**src/rtl/music_pkg.sv**
```systemverilog
// Shared types and helpers for the music player datapath: mixer state encoding,
// sample/duration widths and 16-bit saturation.
package music_pkg;

  localparam int SAMPLE_W = 16;
  localparam int DUR_W    = 6;

  typedef enum logic [1:0] {
    MIX_IDLE  = 2'd0,
    MIX_ADDR  = 2'd1,
    MIX_DATA  = 2'd2,
    MIX_SCALE = 2'd3
  } mix_state_t;

  function automatic logic signed [SAMPLE_W-1:0] sat16(input logic signed [31:0] x);
    if (x > 32'sd32767) begin
      return 16'sh7fff;
    end else if (x < -32'sd32768) begin
      return 16'sh8000;
    end else begin
      return x[SAMPLE_W-1:0];
    end
  endfunction

endpackage

```
**src/rtl/poly_voice_slot.sv**
```systemverilog
// One voice slot: note step, phase accumulator and beat-driven duration countdown.
// A load always wins over a same-cycle beat decrement or phase advance.
module poly_voice_slot
  import music_pkg::*;
#(
  parameter int STEP_W = 20,
  parameter int ADDR_W = 10
) (
  input  logic              clk,
  input  logic              reset,
  input  logic              load,
  input  logic [STEP_W-1:0] step_in,
  input  logic [DUR_W-1:0]  duration_in,
  input  logic              beat_dec,
  input  logic              advance,
  output logic              active,
  output logic              done,
  output logic              step_nz,
  output logic [ADDR_W-1:0] phase_msb
);

  logic [STEP_W-1:0] step;
  logic [STEP_W-1:0] phase;
  logic [DUR_W-1:0]  remaining;

  always_ff @(posedge clk) begin
    if (reset) begin
      step      <= '0;
      phase     <= '0;
      remaining <= '0;
      active    <= 1'b0;
      done      <= 1'b0;
    end else begin
      done <= 1'b0;
      if (load) begin
        step      <= step_in;
        phase     <= '0;
        remaining <= duration_in;
        active    <= (duration_in != '0);
        // A zero-length note is accepted but finishes immediately.
        done      <= (duration_in == '0);
      end else begin
        if (beat_dec && active) begin
          remaining <= remaining - 1'b1;
          if (remaining == DUR_W'(1)) begin
            active <= 1'b0;
            done   <= 1'b1;
          end
        end
        if (advance) begin
          phase <= phase + step;
        end
      end
    end
  end

  assign step_nz   = |step;
  assign phase_msb = phase[STEP_W-1 -: ADDR_W];

endmodule

```
**src/rtl/poly_note_player.sv**
```systemverilog
// Polyphonic note player: allocates notes to idle voice slots and, per sample request,
// walks all slots through one shared sine ROM port, then scales and saturates the sum.
module poly_note_player
  import music_pkg::*;
#(
  parameter int NUM_VOICES = 4,
  parameter int STEP_W     = 20,
  parameter int ADDR_W     = 10,
  parameter int MIX_SHIFT  = 2
) (
  input  logic                  clk,
  input  logic                  reset,
  input  logic                  play_enable,
  input  logic                  load_new_note,
  input  logic [STEP_W-1:0]     step_in,
  input  logic [DUR_W-1:0]      duration_in,
  output logic                  load_ready,
  output logic                  note_dropped,
  input  logic                  beat,
  output logic [NUM_VOICES-1:0] voice_active,
  output logic [NUM_VOICES-1:0] voice_done,
  input  logic                  generate_next_sample,
  output logic [ADDR_W-1:0]     sine_addr,
  input  logic [SAMPLE_W-1:0]   sine_data,
  output logic [SAMPLE_W-1:0]   sample_out,
  output logic                  new_sample_ready,
  output logic                  sample_overrun,
  output logic [1:0]            mix_state_dbg
);

  localparam int VI_W  = $clog2(NUM_VOICES);
  localparam int ACC_W = SAMPLE_W + $clog2(NUM_VOICES);

  mix_state_t                state;
  logic [VI_W-1:0]           vidx;
  logic [VI_W-1:0]           next_vidx;
  logic [NUM_VOICES-1:0]     mix_mask;
  logic signed [ACC_W-1:0]   acc;
  logic signed [ACC_W-1:0]   data_ext;
  logic signed [31:0]        acc_wide;
  logic signed [31:0]        acc_scaled;

  logic [NUM_VOICES-1:0]     slot_load;
  logic [NUM_VOICES-1:0]     slot_advance;
  logic [NUM_VOICES-1:0]     step_nz;
  logic [ADDR_W-1:0]         phase_msb [NUM_VOICES];

  logic                      alloc_found;
  logic [VI_W-1:0]           alloc_idx;
  logic                      load_accept;
  logic                      beat_dec;

  // Lowest-index idle slot wins; scanning downward leaves the lowest one last.
  always_comb begin
    alloc_found = 1'b0;
    alloc_idx   = '0;
    for (int i = NUM_VOICES - 1; i >= 0; i--) begin
      if (!voice_active[i]) begin
        alloc_found = 1'b1;
        alloc_idx   = VI_W'(i);
      end
    end
  end

  assign load_ready  = ~(&voice_active);
  assign load_accept = load_new_note && alloc_found;
  assign beat_dec    = beat && play_enable;
  assign next_vidx   = vidx + 1'b1;

  for (genvar g = 0; g < NUM_VOICES; g++) begin : g_slot
    assign slot_load[g]    = load_accept && (alloc_idx == VI_W'(g));
    assign slot_advance[g] = (state == MIX_DATA) && (vidx == VI_W'(g)) &&
                             mix_mask[g] && step_nz[g];

    poly_voice_slot #(
      .STEP_W (STEP_W),
      .ADDR_W (ADDR_W)
    ) u_slot (
      .clk         (clk),
      .reset       (reset),
      .load        (slot_load[g]),
      .step_in     (step_in),
      .duration_in (duration_in),
      .beat_dec    (beat_dec),
      .advance     (slot_advance[g]),
      .active      (voice_active[g]),
      .done        (voice_done[g]),
      .step_nz     (step_nz[g]),
      .phase_msb   (phase_msb[g])
    );
  end

  assign data_ext   = {{(ACC_W-SAMPLE_W){sine_data[SAMPLE_W-1]}}, sine_data};
  assign acc_wide   = {{(32-ACC_W){acc[ACC_W-1]}}, acc};
  assign acc_scaled = acc_wide >>> MIX_SHIFT;
  assign mix_state_dbg = state;

  // sine_addr is loaded on entry to ADDR(v) so the ROM word arrives during DATA(v).
  always_ff @(posedge clk) begin
    if (reset) begin
      state            <= MIX_IDLE;
      vidx             <= '0;
      mix_mask         <= '0;
      acc              <= '0;
      sine_addr        <= '0;
      sample_out       <= '0;
      new_sample_ready <= 1'b0;
      sample_overrun   <= 1'b0;
      note_dropped     <= 1'b0;
    end else begin
      new_sample_ready <= 1'b0;
      sample_overrun   <= generate_next_sample && (state != MIX_IDLE);
      note_dropped     <= load_new_note && !load_ready;
      // A slot reloaded mid-mix must keep phase 0 until the next mix.
      mix_mask         <= mix_mask & ~slot_load;
      case (state)
        MIX_IDLE: begin
          if (generate_next_sample && play_enable) begin
            mix_mask  <= voice_active;
            acc       <= '0;
            vidx      <= '0;
            sine_addr <= phase_msb[0];
            state     <= MIX_ADDR;
          end
        end
        MIX_ADDR: begin
          state <= MIX_DATA;
        end
        MIX_DATA: begin
          if (mix_mask[vidx] && step_nz[vidx]) begin
            acc <= acc + data_ext;
          end
          if (vidx == VI_W'(NUM_VOICES - 1)) begin
            state <= MIX_SCALE;
          end else begin
            vidx      <= next_vidx;
            sine_addr <= phase_msb[next_vidx];
            state     <= MIX_ADDR;
          end
        end
        MIX_SCALE: begin
          sample_out       <= sat16(acc_scaled);
          new_sample_ready <= 1'b1;
          state            <= MIX_IDLE;
        end
        default: state <= MIX_IDLE;
      endcase
    end
  end

endmodule

```
**config.mk**
```make
export PLATFORM = sky130hd
export DESIGN_NAME = poly_note_player
export DESIGN_NICKNAME = d
export VERILOG_FILES = /design/src/rtl/music_pkg.sv /design/src/rtl/poly_voice_slot.sv /design/src/rtl/poly_note_player.sv
export SDC_FILE = /design/constraint.sdc
export NUM_CORES = 1
export LEC_CHECK = 0
export ABC_AREA = 0
export CAP_MARGIN = 40
export CORE_MARGIN = 3
export CORE_UTILIZATION = 53
export CTS_CLUSTER_SIZE = 8
export DETAILED_ROUTE_END_ITERATION = 16
export GPL_TIMING_DRIVEN = 1
export PLACE_DENSITY = 0.82
export RECOVER_POWER = 100
export SKIP_LAST_GASP = 1
export SYNTH_ARGS = -nofsm -noshare
export SYNTH_HDL_FRONTEND = slang
export SYNTH_HIERARCHICAL = 1
export SYNTH_SLANG_ARGS = --single-unit
```
**constraint.sdc**
```tcl
create_clock -name clk -period 4.21 [get_ports clk]
set_clock_uncertainty 0.15 [all_clocks]
set_input_delay 1.263 -clock clk [delete_from_list [all_inputs] [get_ports clk]]
set_output_delay 1.263 -clock clk [all_outputs]
set_load 0.02 [all_outputs]
```
### After elaboration in Yosys (flattened, before gate mapping)

Cells that the tools add are included.

| cells by class | value |
|---|---|
| add/sub/neg operators | 10 |
| $lt $le $gt $ge | 4 |
| equal/unequal tests | 16 |
| muxes and demuxes | 64 |
| bitwise operators | 4 |
| reductions and logical operators | 56 |

Operator list:

| cell | number |
|---|---|
| adder 20 bit | 4 |
| OR reduction 20 bit | 4 |
| two-way mux 6 bit | 8 |
| two-way mux 10 bit | 4 |
| two-way mux 18 bit | 2 |
| one-hot mux 18 bit (2 select lines) | 1 |
| two-way mux 16 bit | 2 |
| two-way mux 1 bit | 31 |
| logical AND 1 bit | 26 |
| == test 6 x 1 -> 1 bit, second input constant | 4 |
| subtractor 6 x 1 -> 6 bit, second input constant | 4 |
| binary-select mux 10 bit (select 2 bit) | 1 |
| one-hot mux 10 bit (2 select lines) | 1 |
| nonzero test 2 bit | 10 |
| adder 18 x 16 -> 18 bit | 1 |
| > comparator 16 bit, second input constant | 1 |
| < comparator 16 bit, second input constant | 1 |
| two-way mux 2 bit | 8 |
| == test 2 bit, second input constant | 6 |
| two-way mux 4 bit | 2 |
| one-hot mux 2 bit (4 select lines) | 1 |
| AND reduction 2 bit | 4 |
| OR reduction 2 bit | 4 |
| == test 2 x 1 -> 1 bit, second input constant | 3 |
| 16 further kinds | 21 |

| word-level totals | value |
|---|---|
| bits in registers | 247 |
| input port bits | 48 |
| output and inout bits | 40 |
| logic and storage cells | 183 |

### Depth between registers and ports, before layout

Gate-level depths: netlist (run 1).

| logic depth | value |
|---|---|
| depth after elaboration | 10 |
| gate-level depth with buffers | 10 |

### Modules after synthesis

Netlist (run 1), hierarchy kept.

By module, submodules not included:

| module | instances | cells each | area each (sq um) | seq. area each (sq um) |
|---|---|---|---|---|
| poly_voice_slot at g_slot[0].u_slot ... | 3 | 360 | 3,061.7 | 960.9 |
| poly_note_player | 1 | 411 | 3,274.4 | 1,101.1 |
| poly_voice_slot at g_slot[3].u_slot | 1 | 334 | 2,891.5 | 960.9 |

### Least setup slack after synthesis (run 1)

Ideal clock, no wire load.

| path | value |
|---|---|
| path kind | input to register |
| start | input port sine_data[8] |
| end | register acc[17] |
| arrival | 3.118 ns |
| required time | 3.937 ns |
| path slack | 0.819 ns |
| stages on the path | 8 |
| buffers on the path | 0 |
| cell sequence | ha_1 -> and2_4 -> and4_4 -> a211oi_4 -> o21ai_2 -> a311oi_2 -> mux2i_1 -> mux2_1 |

| between the ends | value |
|---|---|
| longest elaborated chain between the ends | 3 |

RTL lines:

| item | RTL line | RTL |
|---|---|---|
| from (decl) | poly_note_player.sv:24 | `input logic [SAMPLE_W-1:0] sine_data,` |
| adder 18 x 16 -> 18 bit | poly_note_player.sv:131 | `acc <= acc + data_ext;` |
| two-way mux 18 bit | poly_note_player.sv:130 | `if (mix_mask[vidx] && step_nz[vidx]) begin` |
| one-hot mux 18 bit (2 select lines) | poly_note_player.sv:116 | `case (state)` |
| to (signal assigned) | poly_note_player.sv:131 |  |
| to (decl) | poly_note_player.sv:38 | `logic signed [ACC_W-1:0] acc;` |

No other way between the ends. The select of a mux whose other input is x is not followed.
A chain may end at the register's enable or synchronous reset.

### Final worst setup path (run 1)

| path | value |
|---|---|
| start | input port load_new_note |
| end | register g_slot[3].u_slot.step[16] |

| between the ends | value |
|---|---|
| longest elaborated chain between the ends | 2 |

RTL lines:

| item | RTL line | RTL |
|---|---|---|
| from (decl) | poly_note_player.sv:14 | `input logic load_new_note,` |
| logical AND 1 bit | poly_note_player.sv:66 | `assign load_accept = load_new_note && alloc_found;` |
| logical AND 1 bit | poly_note_player.sv:71 | `assign slot_load[g] = load_accept && (alloc_idx == VI_W'(g));` |
| net slot_load[3] | poly_note_player.sv:43 | `logic [NUM_VOICES-1:0] slot_load;` |
| to (signal assigned) | poly_voice_slot.sv:36 | `step <= step_in;` |
| to (decl) | poly_voice_slot.sv:22 | `logic [STEP_W-1:0] step;` |

The timed path passes the listed nets, and every way through them passes these cells.

==> flow_summary_export.csv, run 1 <==
group,metric,value,unit
sta,max_freq,0.254,GHz
critical_path,critPathTopFamily,"buffers and inverters",
critical_path,cp.required,4410,ps
detailed_routing,routed-via-count,13758,
synthesis,synth_seq_cells,247,
die,core,28200,um2
critical_path,crit_arrival,4130,ps
die,ioPinCount,88,
final_layout,insertedDiodeCount,0,
synthesis,yosys_most_used_dff,"dfxtp_1",
power,switching_power,1.33,mW
detailed_routing,drc,0,
final_layout,final_core_util,60.4,%
detailed_routing,routed_wl,41700,um
critical_path,crit_path_end_kind,"flop",
job,max-cap-violations,2,
sta,slew_viol_final,98,
sta,tightest_slew,1680,ps
clocking,cts_tree,"built",
final_layout,nNetsFinal,2003,
final_layout,area_growth,10.8,%
final_layout,final_cell_mix,"dfxtp_1 (247), nor2_1 (233), nand2_1 (156)",
sta,timing.final.crit_period,3930,ps
clocking,postCtsHoldBufs,0,
sta,finalSetupTns,0,ps
global_route,grt_pass1_wl,67400,um
synthesis,ys_warn_count,6,
sta,rsz0062_at_grt,"false",
sta,relSlewSlack,-12.1,%
clocking,clock_path_buffers,3,
final_layout,layout-drive-gt1-share,5.90,%
sta,fin_crit_sh,93.3,%
global_route,grt-ovfl-total,0,
clocking,post-cts-setup-buffer-count,0,
synthesis,synthesis.nets,1983,
clocking,htree_num_levels,2,
place,io_buffers,87,
outcome,status,"finished, violations left",
clocking,path_clk_slew,50,ps
die,die_width,176,um
detailed_routing,first_pass_iters,5,
die,initial_core_util,54.5,%
global_route,grt_util_all_layers,26.3,%
power,leakagePower,6.72,nW
power,power.internal,4.10,mW
power,seqPwrFrac,44.7,%
place,gp_congestion,0.981,
power,switching_share,24.6,%
global_route,grt_max_degree,77,
critical_path,path_max_fanout,18,
die,rows,61,
detailed_routing,vias_per_cell,6.18,
die,die_h,176,um
power,power_density,319,nW/um2
synthesis,async_flop_share,0,%
critical_path,crit_slowest_cell,"clkbuf_1",
critical_path,crit_buf_inv,2,
synthesis,syn_inst,1825,
final_layout,final_common_cell,"dfxtp_1",
power,power,5.43,mW
power,peakVddDrop,0.000322,V
synthesis,syn_area,15400,um2
synthesis,synth_edf_count,0,
clocking,cts.repair.resized,0,
clocking,clk_latency,530,ps
global_route,grt_pass1_vias,13012,
clocking,clock-sinks,247,
detailed_routing,drt-initial-drc-count,1259,
sta,finalSetupViolCount,0,
power,power_frac_clock,47.1,%
clocking,ctsRootBufferMaster,"clkbuf_16",
synthesis,synth_cell_type_count,86,
critical_path,criticalPathCategory,"primary input to flop",
power,pwr-share-comb,8.2,%
outcome,violations,"max-capacitance violations, max-slew violations",
global_route,antenna_found_initial,1,
sta,finalHoldViolCount,0,
die,die_area,31000,um2
synthesis,syn_avg_cell_area,8.41,um2
clocking,cts_buffers,36,
critical_path,startpoint_type,"primary input",
hold_path,holdCritPathClass,"flop to flop",
synthesis,ys_seq_area_share,32.2,%
critical_path,path_cells,"dlygate4sd3_1 -> nand3_1 -> nor3b_1 -> clkbuf_1 -> mux2i_1 -> nor2_1",
detailed_routing,final_antenna_net_count,0,
critical_path,cpPeakStageDelay,1030,ps
final_layout,layout.cells.non_filler,2225,
place,dp_hpwl,30500,um
place,placed_cells,2185,
detailed_routing,wl_per_cell,18.7,um
-- layout make-up --
type,instances,area [um2]
Fill cell,2422,11200
Tap cell,378,473
Clock inverter,2,17.5
Sequential cell,247,4940
Clock buffer,38,930
Inverter,41,154
Timing Repair Buffer,118,1030
Multi-Input combinational cell,1401,9460
-- power by group through the flow --
stage / Sequential [mW] / Clock [mW] / Combinational, mW
floorplan: 2.46 / 0 / 0.284
global placement: 2.47 / 0 / 0.439
detailed placement: 2.47 / 0 / 0.448
CTS: 2.43 / 2.60 / 0.451
global route: 2.43 / 2.70 / 0.484
finish: 2.43 / 2.56 / 0.447
-- through the flow --
step | hold slack (ps) | setup WS (ps) | cell area [um2]
floorplan | 290 | 819 | 15400
global placement | 291 | 247 | 16200
detailed placement | 297 | 104 | 16200
CTS | 305 | 625 | 17100
global route | 316 | 183 | 17000
finish | 298 | 281 | 17000
-- Yosys cell counts, drive strengths merged, types with 20 or more instances --
cell | number | share of area, %
a211oi | 22 | 1.4
a21o | 38 | 1.9
a21oi | 156 | 5.2
and3 | 20 | 0.82
buf | 85 | 3.8
clkbuf | 51 | 1.3
dfxtp | 247 | 32
ha | 105 | 8.6
inv | 40 | 0.98
mux2i | 121 | 7.9
nand2 | 160 | 4.0
nand3 | 55 | 1.8
nand4 | 20 | 1.1
nor2 | 234 | 5.7
nor2b | 25 | 1.0
nor3 | 33 | 1.2
nor4 | 30 | 1.3
o211ai | 29 | 1.6
o21ai | 70 | 2.3
xnor2 | 47 | 2.7
xor2 | 25 | 1.4
-- per-layer routing --
metal,up-vias,part of all wire [%],global-route usage (%)
met2,602,45,42.3
met5,-,0.038,0
met1,6448,44,35.7
met4,2,3.1,9.27
met3,96,8.1,4.54
li1,6610,-,-
-- logic make-up (layout without fill, tap and decap cells) --
family / after synthesis / count (layout) / share of synthesized area, %
and+or+nand+nor: 665 / 665 / 21.1
AOI/OAI and AO/OA: 431 / 431 / 19.1
xor gates and xnor gates: 72 / 72 / 4.11
buffers and inverters: 177 / 199 / 6.09
muxes: 123 / 123 / 8.11
DFF: 247 / 247 / 32.2
adders and majority gates: 110 / 110 / 9.21
-- state kept, by name, indices dropped and copies added (netlist names), 2 cells and up --
name	cells
sample_out	16
vidx	2
g_slot.u_slot/remaining	24
mix_state_dbg	2
mix_mask	4
g_slot.u_slot/step	80
g_slot.u_slot/phase	80
g_slot.u_slot/done	4
g_slot.u_slot/active	4
sine_addr	10
acc	18
-- worst min-delay path: stages, from the launching register on --
cell     delay [ps]
dfxtp_1         300
nand2_1          50
a21oi_1          50
-- path summary, 6_finish.rpt --
check | from | slack [ps] | endpoint | cells past startpoint
hold / removal | sine_addr[5] | 300 | sine_addr[5] | 2
hold reg to reg | sine_addr[5] | 300 | sine_addr[5] | 2
setup / recovery | load_new_note | 280 | g_slot[3].u_slot/step[16] | 6
setup reg to reg | g_slot[1].u_slot/active | 970 | g_slot[3].u_slot/step[16] | 5
(Power assumes the default switching activity.)
==> run 2: changes to the inputs <==
--- a/config.mk
+++ b/config.mk
@@ -11,7 +11,7 @@
 export CORE_UTILIZATION = 53
 export CTS_CLUSTER_SIZE = 8
 export DETAILED_ROUTE_END_ITERATION = 16
-export GPL_TIMING_DRIVEN = 1
+export GPL_TIMING_DRIVEN = 0
 export PLACE_DENSITY = 0.82
 export RECOVER_POWER = 100
 export SKIP_LAST_GASP = 1
==> run 2 against run 1 <==
  * The run now ends clean
  * Via count up 4.7%
  * Count of clock-buffer cells in the layout unchanged
  * Clock power down 2%
  * Fmax up 4.3%
  * Sequential power about the same
  * Highest routed layer is now met4
  * Setup slack better by 160 ps
  * Combinational power up 5.6%
  * Largest power group unchanged
  * Sequential share of layout area down 0.96 points
==> flow_summary_export.csv, run 2 (same netlist as run 1, synthesis figures left out) <==
group,metric,value,unit
place,io_buffers,87,
critical_path,path_max_fanout,16,
sta,relSlewSlack,29.2,%
global_route,grt_max_degree,20,
die,initial_core_util,54.5,%
die,rows,61,
final_layout,fill_cells,2309,
critical_path,startpoint_type,"primary input",
clocking,cts_buffers,36,
sta,finalHoldViolCount,0,
critical_path,reg2reg_depth,8,
sta,finalSetupTns,0,ps
final_layout,final_common_cell,"dfxtp_1",
die,die_area,31000,um2
critical_path,crit_path_end_kind,"flop",
critical_path,crit_path_frequent_cell,"nand2_1",
clocking,postCtsHoldBufs,0,
job,max-cap-violations,0,
clocking,clock-sinks,247,
die,ioPinCount,88,
sta,tightest_slew,1060,ps
clocking,htree_num_levels,2,
power,power,5.42,mW
final_layout,area_growth,14.6,%
detailed_routing,drt-initial-drc-count,1555,
critical_path,worst-path-stages,8,
global_route,grt_pass1_wl,71300,um
power,peakVddDrop,0.000275,V
global_route,grt_pass1_vias,13699,
place,gp_congestion,0.970,
final_layout,layout-drive-gt1-share,8.05,%
critical_path,r2r_slack,940,ps
detailed_routing,vias_per_cell,6.19,
place,dp_hpwl,33000,um
sta,finalSetupViolCount,0,
critical_path,cpPeakStageDelay,860,ps
power,power_density,308,nW/um2
final_layout,top_regs,"g_slot.u_slot/phase: 80 flops, g_slot.u_slot/step: 80 flops, g_slot.u_slot/remaining: 24 flops",
clocking,clk_latency,500,ps
detailed_routing,drc,0,
critical_path,criticalPathCategory,"primary input to flop",
clocking,cts_tree,"built",
global_route,grt-ovfl-total,0,
critical_path,critPathCapture,"g_slot[2].u_slot/remaining[5]",
die,die_width,176,um
critical_path,crit_slowest_cell,"and2_0",
critical_path,setup.worst_path.start,"play_enable",
clocking,clock_path_buffers,3,
final_layout,nNetsFinal,2108,
critical_path,crit_arrival,4050,ps
clocking,cts.repair.resized,0,
sta,slew_viol_final,0,
clocking,post-cts-setup-buffer-count,0,
sta,timing.final.crit_period,3770,ps
sta,rsz0062_at_grt,"false",
final_layout,insertedDiodeCount,0,
final_layout,final_cell_mix,"dfxtp_1 (247), nor2_1 (233), nand2_1 (156)",
final_layout,regArea,4940,um2
detailed_routing,final_antenna_net_count,0,
critical_path,reg2reg_from,"vidx[0]",
sta,fin_crit_sh,89.5,%
critical_path,path_cells,"dlygate4sd3_1 -> and2_0 -> nand2_1 -> nor4_1 -> nand2_1 -> xor2_1 -> o21ai_0 -> nor2b_1",
power,leakagePower,7.08,nW
final_layout,multi_input_area,9440,um2
die,die_h,176,um
detailed_routing,wl_per_cell,19.4,um
critical_path,crit_buf_inv,1,
detailed_routing,first_pass_iters,6,
outcome,status,"finished clean",
clocking,ctsRootBufferMaster,"clkbuf_16",
global_route,grt_util_all_layers,28.1,%
sta,max_freq,0.265,GHz
critical_path,cp.required,4490,ps
global_route,antenna_found_initial,0,
critical_path,critPathTopFamily,"simple AND/OR/NAND/NOR gates",
hold_path,holdCritPathClass,"flop to flop",
detailed_routing,routed-via-count,14405,
die,core,28200,um2
critical_path,r2r_end,"sine_addr[2]",
detailed_routing,routed_wl,45200,um
clocking,path_clk_slew,50,ps
## run 2: worst min-delay path: cells and delay by family, from the launching register on
family          cells  cell delay [ps]
simple gates        1               50
flops               1              300
compound gates      1               50
## run 2: report_power, final
group	switching (mW)	internal, mW	leakage [nW]	total [mW]
combinational	0.292	0.180	4.63	0.472
sequential	0.0480	2.38	2.00	2.43
clock	0.977	1.53	0.457	2.51
total	1.32	4.10	7.08	5.42
## run 2: layout make-up
| class | count | area share [%] |
|---|---|---|
| buffer | 136 | 4.40 |
| clock buffer | 38 | 5.28 |
| inverter | 41 | 0.875 |
| multi-input combinational | 1401 | 53.7 |
| sequential | 247 | 28.1 |
| tap | 378 | 2.69 |
| timing repair buffer | 87 | 4.95 |
## run 2: through the flow
step	std cells	hold WS (ps)	utilization (%)	area, um2	worst slack [ps]
6_report	2328	301	62.5	17600	442
5_1_grt	2328	319	62.5	17600	227
4_1_cts	2328	306	62.6	17600	584
3_5_place_dp	2290	300	59.3	16700	99.0
3_3_place_gp	2290	292	59.3	16700	80.7
2_1_floorplan	1825	290	-	15400	819
## run 2: worst min-delay path by stage
stage	startpoint	endpoint	slack, ps	cells after the start
3_3_place_gp	sample_out[2]	sample_out[2]	290	2
2_1_floorplan	acc[17]	sample_out[15]	290	2
3_5_place_dp	sample_out[8]	sample_out[8]	300	2
5_1_grt	sample_out[11]	sample_out[11]	320	2
6_report	sample_out[7]	sample_out[7]	300	2
4_1_cts	sample_out[8]	sample_out[8]	310	2
## run 2: per-layer routing
| metal | GRT usage, % | vias up | wire length, um |
|---|---|---|---|
| met3 | 3.53 | 114 | 3700 |
| met4 | 10.4 | 0 | 1710 |
| met1 | 38.3 | 6803 | 19400 |
| met5 | 0 | - | 0 |
| li1 | - | 6802 | - |
| met2 | 45.7 | 686 | 20400 |
